==> config.mk <==
export PLATFORM = sky130hd
export DESIGN_NAME = gpio_sequencer_flat
export DESIGN_NICKNAME = d
export VERILOG_FILES = /design/src/rtl/gpio_sequencer_pkg.sv /design/src/rtl/gpio_sequencer_if.sv /design/src/rtl/gpio_sequencer.sv /design/src/flat_wrapper.sv
export SDC_FILE = /design/constraint.sdc
export NUM_CORES = 1
export LEC_CHECK = 0
export ABC_AREA = 1
export ABC_CLOCK_PERIOD_IN_PS = 2009
export CAP_MARGIN = 10
export CORE_MARGIN = 2
export CORE_UTILIZATION = 35
export CTS_CLUSTER_DIAMETER = 80
export CTS_CLUSTER_SIZE = 24
export DETAILED_ROUTE_END_ITERATION = 8
export SYNTH_ARGS = -nofsm -noshare
export SYNTH_HDL_FRONTEND = slang
export SYNTH_SLANG_ARGS = --single-unit
==> constraint.sdc <==
create_clock -name i_clk -period 2.01 [get_ports i_clk]
set_clock_uncertainty 0.15 [all_clocks]
set_input_delay 0.3015 -clock i_clk [delete_from_list [all_inputs] [get_ports i_clk]]
set_output_delay 0.3015 -clock i_clk [all_outputs]
set_load 0.05 [all_outputs]
==> src/rtl/gpio_sequencer_pkg.sv <==
// Shared constants for the GPIO sequencer: FSM states, CTRL/status bit
// positions and the table/ctrl address-select offset.
package gpio_seq_pkg;

  typedef enum logic [2:0] {
    ST_IDLE,
    ST_FETCH,
    ST_ISSUE,
    ST_WACK,
    ST_DELAY
  } state_t;

  localparam int unsigned CTRL_START = 31;
  localparam int unsigned CTRL_ABORT = 30;
  localparam int unsigned CTRL_LOOP  = 29;
  localparam int unsigned CTRL_DONE  = 28;
  localparam int unsigned STAT_BUSY  = 31;
  localparam int unsigned INDEX_LSB  = 16;

  // Table select is wb_addr[LGTBL + ADDR_SEL_OFS]; below it sit idx and word.
  localparam int unsigned ADDR_SEL_OFS = 1;

endpackage

==> src/rtl/gpio_sequencer_if.sv <==
// Bus bundle for the sequencer: CPU-facing WB slave side and GPIO-facing
// WB master side.
interface gpio_sequencer_if #(
  parameter int unsigned LGTBL = 4
) ();

  logic             wb_cyc;
  logic             wb_stb;
  logic             wb_we;
  logic [LGTBL+1:0] wb_addr;
  logic [31:0]      wb_wdata;
  logic             wb_ack;
  logic             wb_stall;
  logic [31:0]      wb_rdata;

  logic             gp_cyc;
  logic             gp_stb;
  logic             gp_we;
  logic [31:0]      gp_data;
  logic             gp_ack;
  logic             gp_stall;

  modport slave (
    input  wb_cyc, wb_stb, wb_we, wb_addr, wb_wdata,
    output wb_ack, wb_stall, wb_rdata
  );

  modport master (
    output gp_cyc, gp_stb, gp_we, gp_data,
    input  gp_ack, gp_stall
  );

endinterface

==> src/rtl/gpio_sequencer.sv <==
// Plays a CPU-loaded table of {mask,value} writes with per-entry delays onto
// a set/mask GPIO port over a Wishbone master interface.
module gpio_sequencer #(
  parameter int unsigned LGTBL = 4,
  parameter int unsigned DLYW  = 24
) (
  input  logic                  i_clk,
  input  logic                  i_reset_n,
  gpio_sequencer_if.slave       bus,
  gpio_sequencer_if.master      gp,
  output logic                  o_int
);

  import gpio_seq_pkg::*;

  localparam int unsigned DEPTH = 1 << LGTBL;

  logic [31:0]      tbl_pat [DEPTH];
  logic [DLYW-1:0]  tbl_dly [DEPTH];

  state_t           state;
  logic             busy;
  logic             done;
  logic             loop_en;
  logic             abort_pend;
  logic [LGTBL-1:0] index;
  logic [LGTBL-1:0] last;
  logic [DLYW-1:0]  cnt;
  logic             cyc_r;
  logic             stb_r;
  logic [31:0]      data_r;
  logic             ack_r;
  logic [31:0]      rdata_r;
  logic [31:0]      status;

  logic             bus_req;
  logic             bus_wr;
  logic             tbl_sel;
  logic [LGTBL-1:0] wr_idx;
  logic             ctrl_wr;
  logic             start_req;
  logic             abort_req;
  logic             abort_now;

  assign bus_req   = bus.wb_cyc & bus.wb_stb;
  assign bus_wr    = bus_req & bus.wb_we;
  assign tbl_sel   = bus.wb_addr[LGTBL+ADDR_SEL_OFS];
  assign wr_idx    = bus.wb_addr[LGTBL:1];
  assign ctrl_wr   = bus_wr & ~tbl_sel;
  assign abort_req = ctrl_wr & bus.wb_wdata[CTRL_ABORT];
  assign start_req = ctrl_wr & bus.wb_wdata[CTRL_START] & ~bus.wb_wdata[CTRL_ABORT];
  assign abort_now = abort_req | abort_pend;

  assign bus.wb_ack   = ack_r;
  assign bus.wb_stall = 1'b0;
  assign bus.wb_rdata = rdata_r;
  assign gp.gp_cyc    = cyc_r;
  assign gp.gp_stb    = stb_r;
  assign gp.gp_we     = cyc_r;
  assign gp.gp_data   = data_r;

  // Table RAMs are not reset; writes while running only affect unfetched entries.
  always_ff @(posedge i_clk) begin
    if (bus_wr && tbl_sel) begin
      if (bus.wb_addr[0])
        tbl_dly[wr_idx] <= bus.wb_wdata[DLYW-1:0];
      else
        tbl_pat[wr_idx] <= bus.wb_wdata;
    end
  end

  always_comb begin
    status                       = '0;
    status[STAT_BUSY]            = busy;
    status[CTRL_LOOP]            = loop_en;
    status[CTRL_DONE]            = done;
    status[INDEX_LSB +: LGTBL]   = index;
    status[LGTBL-1:0]            = last;
  end

  always_ff @(posedge i_clk or negedge i_reset_n) begin
    if (!i_reset_n) begin
      ack_r   <= 1'b0;
      rdata_r <= '0;
    end else begin
      ack_r <= bus_req;
      if (bus_req)
        rdata_r <= status;
    end
  end

  always_ff @(posedge i_clk or negedge i_reset_n) begin
    if (!i_reset_n) begin
      state      <= ST_IDLE;
      busy       <= 1'b0;
      done       <= 1'b0;
      loop_en    <= 1'b0;
      abort_pend <= 1'b0;
      index      <= '0;
      last       <= '0;
      cnt        <= '0;
      cyc_r      <= 1'b0;
      stb_r      <= 1'b0;
      data_r     <= '0;
      o_int      <= 1'b0;
    end else begin
      o_int <= 1'b0;
      case (state)
        ST_IDLE: begin
          abort_pend <= 1'b0;
          if (start_req) begin
            index   <= '0;
            done    <= 1'b0;
            busy    <= 1'b1;
            loop_en <= bus.wb_wdata[CTRL_LOOP];
            last    <= bus.wb_wdata[LGTBL-1:0];
            state   <= ST_FETCH;
          end
        end
        ST_FETCH: begin
          if (abort_now) begin
            busy       <= 1'b0;
            abort_pend <= 1'b0;
            state      <= ST_IDLE;
          end else begin
            data_r <= tbl_pat[index];
            cnt    <= tbl_dly[index];
            cyc_r  <= 1'b1;
            stb_r  <= 1'b1;
            state  <= ST_ISSUE;
          end
        end
        ST_ISSUE, ST_WACK: begin
          // An abort here is held until the bus transaction has completed.
          if (abort_req)
            abort_pend <= 1'b1;
          if (state == ST_WACK || !gp.gp_stall) begin
            stb_r <= 1'b0;
            if (gp.gp_ack) begin
              cyc_r <= 1'b0;
              if (abort_now) begin
                busy       <= 1'b0;
                abort_pend <= 1'b0;
                state      <= ST_IDLE;
              end else begin
                state <= ST_DELAY;
              end
            end else begin
              state <= ST_WACK;
            end
          end
        end
        ST_DELAY: begin
          if (abort_now) begin
            busy       <= 1'b0;
            abort_pend <= 1'b0;
            state      <= ST_IDLE;
          end else if (cnt != '0) begin
            cnt <= cnt - 1'b1;
          end else if (index == last) begin
            if (loop_en) begin
              index <= '0;
              state <= ST_FETCH;
            end else begin
              done  <= 1'b1;
              o_int <= 1'b1;
              busy  <= 1'b0;
              state <= ST_IDLE;
            end
          end else begin
            index <= index + 1'b1;
            state <= ST_FETCH;
          end
        end
        default: state <= ST_IDLE;
      endcase
    end
  end

endmodule

==> src/flat_wrapper.sv <==
// flat-port wrapper written by rule: the top's interface ports become plain ports
module gpio_sequencer_flat import gpio_seq_pkg::*;
#(
  parameter int unsigned LGTBL = 4,
  parameter int unsigned DLYW  = 24
)
  (i_clk, i_reset_n, o_int, bus_wb_cyc, bus_wb_stb, bus_wb_we, bus_wb_addr, bus_wb_wdata, bus_wb_ack, bus_wb_stall, bus_wb_rdata, gp_gp_cyc, gp_gp_stb, gp_gp_we, gp_gp_data, gp_gp_ack, gp_gp_stall);
  gpio_sequencer_if #(.LGTBL(LGTBL)) bus_i ();
  gpio_sequencer_if #(.LGTBL(LGTBL)) gp_i ();
  input  logic i_clk;
  input  logic i_reset_n;
  output logic o_int;
  input wire logic [$bits(bus_i.wb_cyc)-1:0] bus_wb_cyc;
  input wire logic [$bits(bus_i.wb_stb)-1:0] bus_wb_stb;
  input wire logic [$bits(bus_i.wb_we)-1:0] bus_wb_we;
  input wire logic [$bits(bus_i.wb_addr)-1:0] bus_wb_addr;
  input wire logic [$bits(bus_i.wb_wdata)-1:0] bus_wb_wdata;
  output wire logic [$bits(bus_i.wb_ack)-1:0] bus_wb_ack;
  output wire logic [$bits(bus_i.wb_stall)-1:0] bus_wb_stall;
  output wire logic [$bits(bus_i.wb_rdata)-1:0] bus_wb_rdata;
  output wire logic [$bits(gp_i.gp_cyc)-1:0] gp_gp_cyc;
  output wire logic [$bits(gp_i.gp_stb)-1:0] gp_gp_stb;
  output wire logic [$bits(gp_i.gp_we)-1:0] gp_gp_we;
  output wire logic [$bits(gp_i.gp_data)-1:0] gp_gp_data;
  input wire logic [$bits(gp_i.gp_ack)-1:0] gp_gp_ack;
  input wire logic [$bits(gp_i.gp_stall)-1:0] gp_gp_stall;
  assign bus_i.wb_cyc = bus_wb_cyc;
  assign bus_i.wb_stb = bus_wb_stb;
  assign bus_i.wb_we = bus_wb_we;
  assign bus_i.wb_addr = bus_wb_addr;
  assign bus_i.wb_wdata = bus_wb_wdata;
  assign bus_wb_ack = bus_i.wb_ack;
  assign bus_wb_stall = bus_i.wb_stall;
  assign bus_wb_rdata = bus_i.wb_rdata;
  assign gp_gp_cyc = gp_i.gp_cyc;
  assign gp_gp_stb = gp_i.gp_stb;
  assign gp_gp_we = gp_i.gp_we;
  assign gp_gp_data = gp_i.gp_data;
  assign gp_i.gp_ack = gp_gp_ack;
  assign gp_i.gp_stall = gp_gp_stall;
  gpio_sequencer #(.LGTBL(LGTBL), .DLYW(DLYW)) u_core (.i_clk(i_clk), .i_reset_n(i_reset_n), .bus(bus_i), .gp(gp_i), .o_int(o_int));
endmodule
## After elaboration in Yosys (flattened, before gate mapping)

Memories as Yosys holds them, arrays and structs flattened. A register that Yosys moved wholly into a read port is not among the register bits.
Index checks and enable logic that the tools add are counted.

| word-level totals | value |
|---|---|
| bits in writable memories | 896 |
| output and inout bits | 70 |
| bits in registers | 54 |
| bits in latches | 0 |
| logic and storage cells | 127 |
| memories | 2 |
| ROM bits | 0 |

Memories:

| name | depth | width | rd ports | clocked after Yosys merged registers in | wr ports | RTL line | source |
|---|---|---|---|---|---|---|---|
| u_core.tbl_pat | 16 | 32 | 1 | 1 | 1 | gpio_sequencer.sv:18 | `logic [31:0] tbl_pat [DEPTH];` |
| u_core.tbl_dly | 16 | 24 | 1 | 0 | 1 | gpio_sequencer.sv:19 | `logic [DLYW-1:0] tbl_dly [DEPTH];` |

| operators by class | value |
|---|---|
| mux-type cells | 58 |
| reduce and logical (&&, ||, !) cells | 23 |
| $add $sub $neg | 2 |
| div/mod/pow operators | 0 |
| equality and inequality tests | 19 |
| $lt $le $gt $ge | 0 |
| multiply operators | 0 |
| shift-type cells | 0 |
| bitwise operators | 10 |

Operators with widths:

| kind | count |
|---|---|
| 24-bit 2-to-1 mux | 3 |
| 24-bit one-hot mux with 2 select lines | 1 |
| 1-bit 2-to-1 mux | 35 |
| 24-bit nonzero test | 1 |
| 24-bit by 1-bit subtractor with 24-bit output (second input constant) | 1 |
| 4-bit 2-to-1 mux | 5 |
| 3-bit 2-to-1 mux | 6 |
| 3-bit one-hot mux with 4 select lines | 1 |
| 2-bit by 1-bit inequality test with 1-bit output (second input constant) | 5 |
| 2-bit inequality test (second input constant) | 5 |
| 4-bit one-hot mux with 2 select lines | 1 |
| 4-bit AND reduction | 2 |
| 7-bit AND reduction | 1 |
| 1-bit bitwise AND | 6 |
| 3-bit by 2-bit equality test with 1-bit output (second input constant) | 2 |
| 3-bit by 2-bit inequality test with 1-bit output (second input constant) | 2 |
| 1-bit one-hot mux with 2 select lines | 3 |
| 2-bit AND reduction | 3 |
| 3-bit AND reduction | 2 |
| 6-bit AND reduction | 1 |
| 2-bit nonzero test | 3 |
| 5-bit AND reduction | 1 |
| 4-bit by 1-bit adder with 4-bit output (second input constant) | 1 |
| 4-bit equality test | 1 |
| 16 further kinds | 20 |

## Logic depth before layout (Yosys ltp)

| logic depth | value |
|---|---|
| word-level depth | 9 |
| mapped depth | 14 |

## Least setup slack after synthesis

OpenSTA, ideal clock, no wires.

| timing path | value |
|---|---|
| kind | input -> register |
| start | in bus_wb_cyc |
| end | mem u_core.tbl_pat[0][0], enable pin |
| setup time | 0.421 ns |
| data arrival time | 2.349 ns |
| path buffers | 1 |
| stages on the path | 5 |
| path slack | -0.910 ns |
| path through | nand2_1 inv_1 nand4_1 clkbuf_1 nor2_1 |

| on the way | value |
|---|---|
| word-level cells in the longest chain between the ends | 5 |

Ends and longest elaborated chain:

| what | RTL line | source |
|---|---|---|
| start: declaration | flat_wrapper.sv:13 | `input wire logic [$bits(bus_i.wb_cyc)-1:0] bus_wb_cyc;` |
| 1-bit bitwise AND | gpio_sequencer.sv:45 | `assign bus_req = bus.wb_cyc & bus.wb_stb;` |
| via u_core.bus_req | gpio_sequencer.sv:36 | `logic bus_req;` |
| 1-bit bitwise AND | gpio_sequencer.sv:46 | `assign bus_wr = bus_req & bus.wb_we;` |
| 1-bit logical AND | gpio_sequencer.sv:64 | `if (bus_wr && tbl_sel) begin` |
| 1-bit 2-to-1 mux | gpio_sequencer.sv:64 |  |
| 1-bit 2-to-1 mux (not written as such) | gpio_sequencer.sv:68 | `tbl_pat[wr_idx] <= bus.wb_wdata;` |
| end: declaration | gpio_sequencer.sv:18 |  |

The timed path passes the listed nets, and every way through them passes these cells.

==> flow_metrics.py <==
metrics = {
    "setup_path": {
        "critPathMaxFanout": 24,
        "r2r_cells": 10,
        "arrival_ns": 2.48,
        "worstReg2RegEnd": "u_core.gp.gp_data[0]",
        "crit_required_ns": 2.42,
        "worstSetupPathType": "flop to flop",
        "setup.worst_path.start_class": "flop",
        "rrSetupSlack_ns": -0.06,
        "r2r_start": "u_core.index[0]",
        "cp-end-kind": "flop",
    },
    "global_route": {
        "grt_pass1_vias": 26300,
        "overflow": 0,
        "antenna_found_initial": 5,
        "grt_max_degree": 62,
        "grt_usage_pct": 18.1,
        "grt_first_pass_wirelength_um": 167000,
    },
    "yosys": {
        "ys_top_cells_by_count": "1119 x nand2_1, 896 x edfxtp_1, 614 x nand3_1",
        "yosysSeqAreaShare_pct": 71.0,
        "ys_seq_elements": 982,
        "yosysTopAreaCellShare_pct": 65.7,
        "postSynthAreaPerCell_sq_um": 11.2,
        "synth_top_cell_by_area": "edfxtp_1",
        "netlist_top_cells_area": "edfxtp_1 66%, nand2_1 10%, nand3_1 7.5%",
        "yosys_most_used_dff": "edfxtp_1",
        "async_flop_share_pct": 8.76,
        "yosysMostFrequentCell": "nand2_1",
        "netlist_area_sq_mm": 0.0409,
        "ys_types": 35,
        "synth_cells": 3660,
        "ys.warnings.count": 0,
        "synth_edf_count": 896,
    },
    "placed_design": {
        "dp_slack_ns": -0.338,
        "hpwl_um": 69300,
        "portBuffers": 92,
        "placed_area_sq_mm": 0.0459,
        "routabilityCongestion": 0.852,
    },
    "routing": {
        "route.detailed.drc": 0,
        "vias": 27400,
        "final_antenna_net_count": 0,
        "drt_iter0_drc": 2922,
        "drt_first_pass_iters": 7,
        "routed_via_density": 5.06,
        "wirelength_um": 112000,
        "wl_per_cell_um": 20.7,
    },
    "timing": {
        "holdWs_ns": 0.0788,
        "finalCritPeriodShare_pct": 103,
        "fin_ws_ns": -0.0595,
        "worst_slew_pin_slew_ns": 0.717,
        "setup_viol": 40,
        "max_clock_freq_mhz": 483,
        "rsz0062_at_grt": "yes",
        "hold_viol": 0,
        "period_needed_ns": 2.07,
        "slew_violations": 0,
        "maxSlewHeadroom_pct": 52.1,
        "setup_tns_ns": -1.02,
    },
    "final_layout": {
        "final_cell_area_sq_mm": 0.0487,
        "fillers": 10800,
        "num-nets-final": 3899,
        "area_growth_pct": 18.9,
        "drive_above_1_share_pct": 14.5,
        "diodes": 0,
    },
    "floorplanning": {
        "die-area_sq_mm": 0.120,
        "ios": 115,
        "die_h_um": 346,
        "rows": 125,
        "die_w_um": 346,
        "initial_utilization_pct": 35.3,
        "coreArea_sq_mm": 0.116,
    },
    "power_and_ir_drop": {
        "leakagePower_nw": 18.2,
        "max-vdd-ir-drop_v": 0.000681,
        "fin_total_pwr_w": 0.0497,
        "power_density_mw_per_mm2": 1020,
    },
    "status": {
        "violations": "setup timing",
        "status": "finished, violations left",
    },
    "clock_tree": {
        "cts-root-buf": "clkbuf_16",
        "htree_levels": 2,
        "clkSinkCount": 982,
        "cts_made_buffers": 50,
        "cts_tree": "yes",
        "clk_pin_slew_ns": 0.10,
        "clock_path_buffers": 3,
        "insertion_delay_ns": 0.66,
    },
    "worst_hold_path": {
        "hp-class": "primary input to async pin",
    },
    "job": {
        "drv_cap": 0,
    },
}
==> per-stage QoR <==
step,utilization [%],std cells
after floorplan,-,3681
final,41.9,5411
after CTS,41.3,5400
after detailed placement,39.6,5298
after global routing,41.9,5411
after global placement,39.6,5298
==> worst max-delay path by stage <==
stage	startpoint	end	slack, ns	cells after the start
floorplan	bus_wb_addr[1]	u_core.tbl_dly[1][0]	-0.23	4
global placement	bus_wb_addr[2]	u_core.tbl_dly[14][3]	-0.34	6
detailed placement	bus_wb_addr[2]	u_core.tbl_dly[14][14]	-0.34	6
CTS	u_core.index[0]	u_core.gp.gp_data[4]	-0.06	10
global route	u_core.index[0]	u_core.cnt[15]	-0.17	10
finish	u_core.index[0]	u_core.gp.gp_data[0]	-0.06	10
==> flip-flops by register name, indices dropped and copies added, names as in the netlist, 3 cells and up <==
| register | count |
|---|---|
| u_core.tbl_dly | 384 |
| u_core.last | 4 |
| u_core.index | 4 |
| u_core.state | 3 |
| u_core.cnt | 24 |
| u_core.bus.wb_rdata | 11 |
| u_core.gp.gp_data | 32 |
| u_core.tbl_pat | 512 |
==> repair_timing <==
| action | in CTS | in global routing |
|---|---|---|
| pin swaps | 13 | 5 |
| resized for setup | 54 | 144 |
| hold endpoints to repair | 86 | 0 |
| setup buffers | 4 | 4 |
| setup endpoints to repair | 45 | 64 |
| hold buffers | 2 | 0 |
| gates cloned | 8 | 7 |
==> placed cells by master (no fill, tap or decap), drive strengths merged <==
cell type,instances
edfxtp,896
nand3,614
or2,1
o21ai,105
xor2,8
a2bb2oi,32
a21oi,56
dlygate4sd2,1
nand2,1120
nor3,5
nor4,1
conb,22
inv,200
nand3b,3
nor2,269
nor3b,1
ha,3
bufinv,1
dlygate4sd3,2
clkinv,7
clkdlybuf4s50,43
bufbuf,4
xnor2,4
o211ai,20
dfrtp,86
nand4,10
clkdlybuf4s15,1
buf,290
clkbuf,82
==> power by group <==
part	total (W)	switching, W	internal, W
Clock	0.0116	0.00659	0.00498
Combinational	0.0143	0.00897	0.00531
Sequential	0.0238	0.000804	0.0230
Total	0.0497	0.0164	0.0333
==> layer usage <==
metal | GRT usage [%] | share of wire [%]
met5 | 0 | 0.024
met4 | 4.07 | 2.3
met3 | 2.08 | 6.6
met2 | 30.2 | 48
met1 | 25.5 | 43
==> kinds of logic after synthesis <==
family | after synthesis | share of synthesized area (%)
DFF | 982 | 71.0
and+or+nand+nor | 2024 | 20.7
other | 1 | 0.00916
xor gates and xnor gates | 12 | 0.257
adders and majority gates | 3 | 0.0917
AOI/OAI and AO/OA | 213 | 3.03
buffers and inverters | 425 | 4.93
==> layout make-up <==
type                            count  area (sq um)  share of cell area, %
Sequential cell                   982         29100                   59.7
Timing Repair Buffer              349          4640                   9.52
Clock inverter                     14           156                  0.321
Multi-Input combinational cell   2274         10800                   22.2
Clock buffer                       74          1360                   2.80
Inverter                          194           753                   1.55
Tap cell                         1524          1910                   3.92
==> worst max-delay path, cell delays in order (launching register included) <==
cell and delay (ns):
dfrtp_4 0.57, clkinv_8 0.15, buf_16 0.17, buf_16 0.18, buf_12 0.18, nand2_1 0.06
nand3_1 0.07, nand3_1 0.14, nand2_1 0.09, nand2_1 0.05, a2bb2oi_1 0.16
Note: power is estimated with default switching activity, not from simulation.
